===== config.mk =====
export PLATFORM = sky130hd
export DESIGN_NAME = ifu_prefetch
export DESIGN_NICKNAME = d
export VERILOG_FILES = /design/src/rtl/rv32_pkg.sv /design/src/rtl/ifu_fifo.sv /design/src/rtl/ifu_prefetch.sv
export SDC_FILE = /design/constraint.sdc
export NUM_CORES = 1
export LEC_CHECK = 0
export ABC_AREA = 1
export CAP_MARGIN = 15
export CORE_ASPECT_RATIO = 0.9
export CORE_MARGIN = 4
export CORE_UTILIZATION = 52
export CTS_CLUSTER_DIAMETER = 100
export CTS_CLUSTER_SIZE = 8
export DETAILED_ROUTE_END_ITERATION = 8
export PLACE_DENSITY = 0.77
export SYNTH_ARGS = -nofsm -noshare
export SYNTH_HDL_FRONTEND = slang
export SYNTH_SLANG_ARGS = --single-unit

===== constraint.sdc =====
create_clock -name clk -period 2.3 [get_ports clk]
set_input_delay 0.46 -clock clk [delete_from_list [all_inputs] [get_ports clk]]
set_output_delay 0.46 -clock clk [all_outputs]
set_load 0.02 [all_outputs]

===== src/rtl/rv32_pkg.sv =====
// Shared RV32 constants and the fetch-buffer entry layout used by the
// instruction prefetch unit.
package rv32_pkg;

   localparam int          XLEN         = 32;
   localparam logic [31:0] EBREAK_INSTR = 32'h0010_0073;
   localparam logic [31:0] NOP_INSTR    = 32'h0000_0013;
   localparam logic [31:0] RESET_PC     = 32'h8000_0000;

   typedef struct packed {
      logic [31:0] pc;
      logic [31:0] instr;
   } fetch_entry_t;

   function automatic logic [31:0] pc_next(input logic [31:0] pc);
      return pc + 32'd4;
   endfunction

endpackage


===== src/rtl/ifu_fifo.sv =====
// Synchronous FIFO with wrap-around pointers, explicit occupancy count,
// flush, and a combinational head read from registered storage.
module ifu_fifo #(
   parameter  int DEPTH = 4,
   parameter  int WIDTH = 64,
   localparam int CW    = $clog2(DEPTH + 1),
   localparam int PW    = $clog2(DEPTH)
) (
   input  logic             clk,
   input  logic             rst_n,
   input  logic             push,
   input  logic [WIDTH-1:0] push_data,
   input  logic             pop,
   input  logic             flush,
   output logic [CW-1:0]    occ,
   output logic [WIDTH-1:0] head
);

   logic [WIDTH-1:0] mem_q [DEPTH];
   logic [WIDTH-1:0] mem_d [DEPTH];
   logic [PW-1:0]    wr_q, wr_d, rd_q, rd_d;
   logic [CW-1:0]    occ_q, occ_d;

   function automatic logic [PW-1:0] ptr_inc(input logic [PW-1:0] p);
      if (p == PW'(DEPTH - 1)) begin
         return '0;
      end else begin
         return p + PW'(1);
      end
   endfunction

   // Next-state for storage, pointers and count
   always_comb begin
      mem_d = mem_q;
      wr_d  = wr_q;
      rd_d  = rd_q;
      occ_d = occ_q;
      if (flush) begin
         wr_d  = '0;
         rd_d  = '0;
         occ_d = '0;
      end else begin
         if (push) begin
            mem_d[wr_q] = push_data;
            wr_d        = ptr_inc(wr_q);
         end else begin
            wr_d = wr_q;
         end
         if (pop) begin
            rd_d = ptr_inc(rd_q);
         end else begin
            rd_d = rd_q;
         end
         case ({push, pop})
            2'b10:   occ_d = occ_q + CW'(1);
            2'b01:   occ_d = occ_q - CW'(1);
            default: occ_d = occ_q;
         endcase
      end
   end

   // State registers
   always_ff @(posedge clk or negedge rst_n) begin
      if (!rst_n) begin
         for (int i = 0; i < DEPTH; i++) mem_q[i] <= '0;
         wr_q  <= '0;
         rd_q  <= '0;
         occ_q <= '0;
      end else begin
         mem_q <= mem_d;
         wr_q  <= wr_d;
         rd_q  <= rd_d;
         occ_q <= occ_d;
      end
   end

   assign occ  = occ_q;
   assign head = mem_q[rd_q];

endmodule


===== src/rtl/ifu_prefetch.sv =====
// Instruction prefetch unit: issues sequential fetches, buffers in-order
// responses, drops stale responses after a redirect and halts on ebreak.
module ifu_prefetch import rv32_pkg::*; #(
   parameter int          DEPTH    = 4,
   parameter logic [31:0] RESET_PC = rv32_pkg::RESET_PC
) (
   input  logic        clk,
   input  logic        rst_n,
   output logic        imem_req_valid,
   input  logic        imem_req_ready,
   output logic [31:0] imem_req_addr,
   input  logic        imem_resp_valid,
   input  logic [31:0] imem_resp_data,
   input  logic        redirect_valid,
   input  logic [31:0] redirect_pc,
   output logic        instr_valid,
   output logic [31:0] instr,
   output logic [31:0] instr_pc,
   input  logic        instr_ready,
   output logic        stopped
);

   localparam int CW = $clog2(DEPTH + 1);

   logic [CW-1:0] occ_s;
   logic [CW-1:0] inflight_q, inflight_d, drop_q, drop_d;
   logic          stopped_q, stopped_d;
   logic [31:0]   fetch_pc_q, fetch_pc_d, resp_pc_q, resp_pc_d;
   logic [CW:0]   budget_s;
   logic          req_valid_s, req_fire_s, push_s, pop_s;
   fetch_entry_t  push_entry_s, head_s;

   // occ + inflight bounded by DEPTH guarantees every response a slot
   assign budget_s     = {1'b0, occ_s} + {1'b0, inflight_q};
   assign req_valid_s  = rst_n && !stopped_q && !redirect_valid && (budget_s < (CW+1)'(DEPTH));
   assign req_fire_s   = req_valid_s && imem_req_ready;
   assign push_s       = imem_resp_valid && !redirect_valid && (drop_q == '0) && !stopped_q;
   assign pop_s        = instr_valid && instr_ready && !redirect_valid;
   assign push_entry_s = '{pc: resp_pc_q, instr: imem_resp_data};

   ifu_fifo #(.DEPTH(DEPTH), .WIDTH(64)) u_fifo (
      .clk       (clk),
      .rst_n     (rst_n),
      .push      (push_s),
      .push_data (push_entry_s),
      .pop       (pop_s),
      .flush     (redirect_valid),
      .occ       (occ_s),
      .head      (head_s)
   );

   // Next-state for PCs, request/drop counters and the stop flag
   always_comb begin
      fetch_pc_d = fetch_pc_q;
      resp_pc_d  = resp_pc_q;
      drop_d     = drop_q;
      stopped_d  = stopped_q;
      inflight_d = inflight_q + CW'(req_fire_s) - CW'(imem_resp_valid);
      if (redirect_valid) begin
         fetch_pc_d = redirect_pc & 32'hFFFF_FFFC;
         resp_pc_d  = redirect_pc & 32'hFFFF_FFFC;
         drop_d     = inflight_d;
         stopped_d  = 1'b0;
      end else begin
         if (req_fire_s) begin
            fetch_pc_d = pc_next(fetch_pc_q);
         end else begin
            fetch_pc_d = fetch_pc_q;
         end
         if (imem_resp_valid && (drop_q != '0)) begin
            drop_d = drop_q - CW'(1);
         end else begin
            drop_d = drop_q;
         end
         if (push_s) begin
            resp_pc_d = pc_next(resp_pc_q);
            stopped_d = (imem_resp_data == EBREAK_INSTR);
         end else begin
            resp_pc_d = resp_pc_q;
            stopped_d = stopped_q;
         end
      end
   end

   // State registers
   always_ff @(posedge clk or negedge rst_n) begin
      if (!rst_n) begin
         fetch_pc_q <= RESET_PC;
         resp_pc_q  <= RESET_PC;
         inflight_q <= '0;
         drop_q     <= '0;
         stopped_q  <= 1'b0;
      end else begin
         fetch_pc_q <= fetch_pc_d;
         resp_pc_q  <= resp_pc_d;
         inflight_q <= inflight_d;
         drop_q     <= drop_d;
         stopped_q  <= stopped_d;
      end
   end

   assign imem_req_valid = req_valid_s;
   assign imem_req_addr  = fetch_pc_q;
   assign instr_valid    = (occ_s != '0);
   assign instr          = head_s.instr;
   assign instr_pc       = head_s.pc;
   assign stopped        = stopped_q;

endmodule


==> impl_metrics.yaml <==
placement:
  post-dp-hpwl_um: 28600
  placed_cell_area_um2: 18100
  dp_slack_ps: -470
  io_buffers: 162
  place_congestion: 0.903
run_status:
  violations: "negative setup slack"
  outcome: "complete, but fails checks"
power:
  p_sw_mw: 10.4
  ir_drop_v: 0.000751
  leakage_nw: 10.0
  p_int_mw: 16.6
  switching_share_pct: 38.5
  powerDensity_nw_per_um2: 1250
  clkPwrFrac_pct: 22.4
  p_total_mw: 27.0
  combPwrFrac_pct: 46.6
  seq_power_share_pct: 31.0
routing:
  drtIter0Drc: 1588
  wl_um: 51600
  routedWlPerCell_um: 19.7
  drt_pass1_iterations: 6
  via_per_inst: 5.91
  ant_nets: 0
  drc: 0
  vias: 15400
timing:
  setup_viol: 60
  fin_ws_ps: -202
  finClkSkew_ps: 20.2
  slew_viol_final: 0
  setup_tns_ps: -6800
  finalCritPeriodShare_pct: 109
  worst_pin_slew_ps: 963
  rsz0062_at_grt: "yes"
  hold_viol_final: 0
  post-route-min-period_ps: 2500
  slew_headroom_pct: 35.8
  fmax_mhz: 400
worst_setup_path:
  path_buf_inv: 5
  reg2reg_slack_ps: -140
  critPathKind: "flop to output pin"
  crit_slowest_cell: "dfrtp_4"
  required_ps: 1840
  crit_family: "buffers and inverters"
  path_max_fanout: 9
  cp.arrival_ps: 2040
  ff2ff_path_depth: 13
  r2r-start: "u_fifo.occ[1]$_DFFE_PN0P_"
  slowest_delay_ps: 560
  critPathLaunchType: "flop"
  worstReg2RegEnd: "drop_q[2]$_DFFE_PN0P_"
  cp_cell_sequence: "clkinv_8 > buf_12 > clkbuf_16 > buf_8 > o21ai_2 > o22ai_2 > buf_6"
  crit_path_end_kind: "output pin"
clock_tree:
  cts.sinks: 322
  clock_path_buffers: 3
  cts-root-buf: "clkbuf_16"
  clk-insertion-delay-late_ps: 540
  clk_pin_slew_worst_paths_ps: 50
  cts_buffers: 46
  cts_tree: "done"
  htree_num_levels: 2
logic_synthesis:
  yosys_warnings: 0
  synth.avg_cell_area_um2: 8.01
  yosysTopAreaCellShare_pct: 50.6
  synth_top_cells_by_area: "dfrtp_1 51%, nand2_1 13%, o21ai_0 12%, nor2_1 5.3%, inv_1 2.9%"
  syn_area_um2: 15800
  ys_types: 42
  yosysSeqAreaShare_pct: 50.9
  synth.largest_area_cell: "dfrtp_1"
  synth_seq_cells: 322
  synthCells: 1977
layout:
  fill_cells: 2081
  mostFrequentLayoutCells: "546 x nand2_1, 318 x dfrtp_1, 278 x o21ai_0"
  syn2layout_area_growth_pct: 36.6
  antennaDiodeCount: 0
  post-route-util_pct: 72.2
  nets: 2288
  final_cell_area_um2: 21600
  final_common_cell: "nand2_1"
  drive_gt1_share_pct: 22.0
grt:
  grt_antenna_before_repair: 0
  grt_max_degree: 163
  grt_pass1_wl_um: 71100
  grt-ovfl-total: 0
  grt_util_all_layers_pct: 25.9
  grt_pass1_vias: 13800
die:
  coreArea_um2: 30000
  fp.dieW_um: 192
  die_area_um2: 33300
  start_util_pct: 52.9
  rows: 60
  io_pins: 169
  die_h_um: 174
min_path:
  min_path_type: "input pin to async pin"
run:
  cap_violations: 0
## registers in the layout, indices dropped and copies added, names as in the netlist
signal / flops
u_fifo.mem_q: 248
u_fifo.occ: 3
drop_q: 3
u_fifo.wr_q: 2
inflight_q: 3
resp_pc_q: 30
stopped: 1
u_fifo.rd_q: 2
imem_req_addr: 30
## cells in the mapped netlist, drive strengths merged
| library cell | count |
|---|---|
| o21ai | 395 |
| nand2 | 556 |
| o21a | 5 |
| o221ai | 2 |
| nand4 | 13 |
| buf | 53 |
| conb | 1 |
| nor2 | 232 |
| clkinv | 1 |
| dfrtp | 320 |
| a31oi | 1 |
| nand3 | 77 |
| dfstp | 2 |
| inv | 127 |
| nor3 | 4 |
| xnor2 | 3 |
| nand3b | 1 |
| o211ai | 14 |
| o22ai | 63 |
| clkbuf | 59 |
| fa | 2 |
| ha | 13 |
| and2 | 1 |
| and3 | 2 |
| a22oi | 2 |
| or2 | 1 |
| o21bai | 3 |
| a21oi | 5 |
| xor2 | 19 |
## timing repair
action	4_1_cts	5_1_grt
endpoints found under the hold margin	8	0
pin swaps	8	87
hold buffers	1	0
cloned	1	29
setup buffers	1	30
setup endpoints to repair	67	66
resized for setup	312	459
## tightest hold or removal path, cell delays in order
cell and delay (ps):
buf_8 90, dlygate4sd3_1 550, buf_4 220
## routing by layer
layer  GRT usage [%]  vias up  routed length (um)
met5               0        -                   0
met4            6.94        0                1940
met3            4.05      156                4180
met2            41.1      843               24800
met1            37.3     7516               20700
li1                -     6933                   -
## cell families (layout without fill, tap and decap cells)
family                   count (synthesis)  in the layout  share of synthesized area [%]
AO/OA/AOI/OAI                          490            490                           16.5
XOR/XNOR                                22             22                           1.22
adder cells (fa/ha/maj)                 15             15                           1.28
buffers and inverters                  240            473                           7.48
flip-flops                             322            322                           50.9
other                                    1              4                         0.0237
AND/OR/NAND/NOR                        887            887                           22.6
## stage by stage
stage / hold slack (ps) / cells
after floorplan: 164 / 1980
after global placement: 423 / 2497
after detailed placement: 423 / 2497
after CTS: 413 / 2558
after global routing: 448 / 2616
final: 430 / 2616
## worst max-delay path by stage
stage                                       end                        from  depth (start not counted)  slack (ps)
after CTS                 drop_q[2]$_DFFE_PN0P_   u_fifo.occ[2]$_DFFE_PN0P_                         13        -180
final                              instr_pc[24]  u_fifo.rd_q[0]$_DFFE_PN0P_                          7        -200
after floorplan           drop_q[2]$_DFFE_PN0P_   u_fifo.occ[1]$_DFFE_PN0P_                         13        -220
after detailed placement  drop_q[2]$_DFFE_PN0P_              redirect_valid                         13        -470
after global routing      drop_q[2]$_DFFE_PN0P_   u_fifo.occ[2]$_DFFE_PN0P_                         13        -320
after global placement    drop_q[2]$_DFFE_PN0P_              redirect_valid                         13        -380
## final cells by class
type | count | area [um^2] | area share, %
clock buffers | 55 | 1210 | 5.58
clock inverters | 3 | 41.3 | 0.191
inverters | 128 | 502 | 2.32
multi-input cells | 1418 | 7750 | 35.8
flip-flops and latches | 322 | 8070 | 37.3
well taps | 403 | 504 | 2.33
repair buffers | 286 | 3540 | 16.4
repair inverters | 1 | 16.3 | 0.0752
## power groups by stage
stage	clock network, mW	registers, mW	logic, mW
floorplan	0	7.91	4.99
global placement	0	7.97	8.73
detailed placement	0	8.03	8.94
CTS	6.06	7.98	8.73
global route	6.36	8.50	13.4
finish	6.03	8.36	12.6
Power figures use the tool's default switching activity.
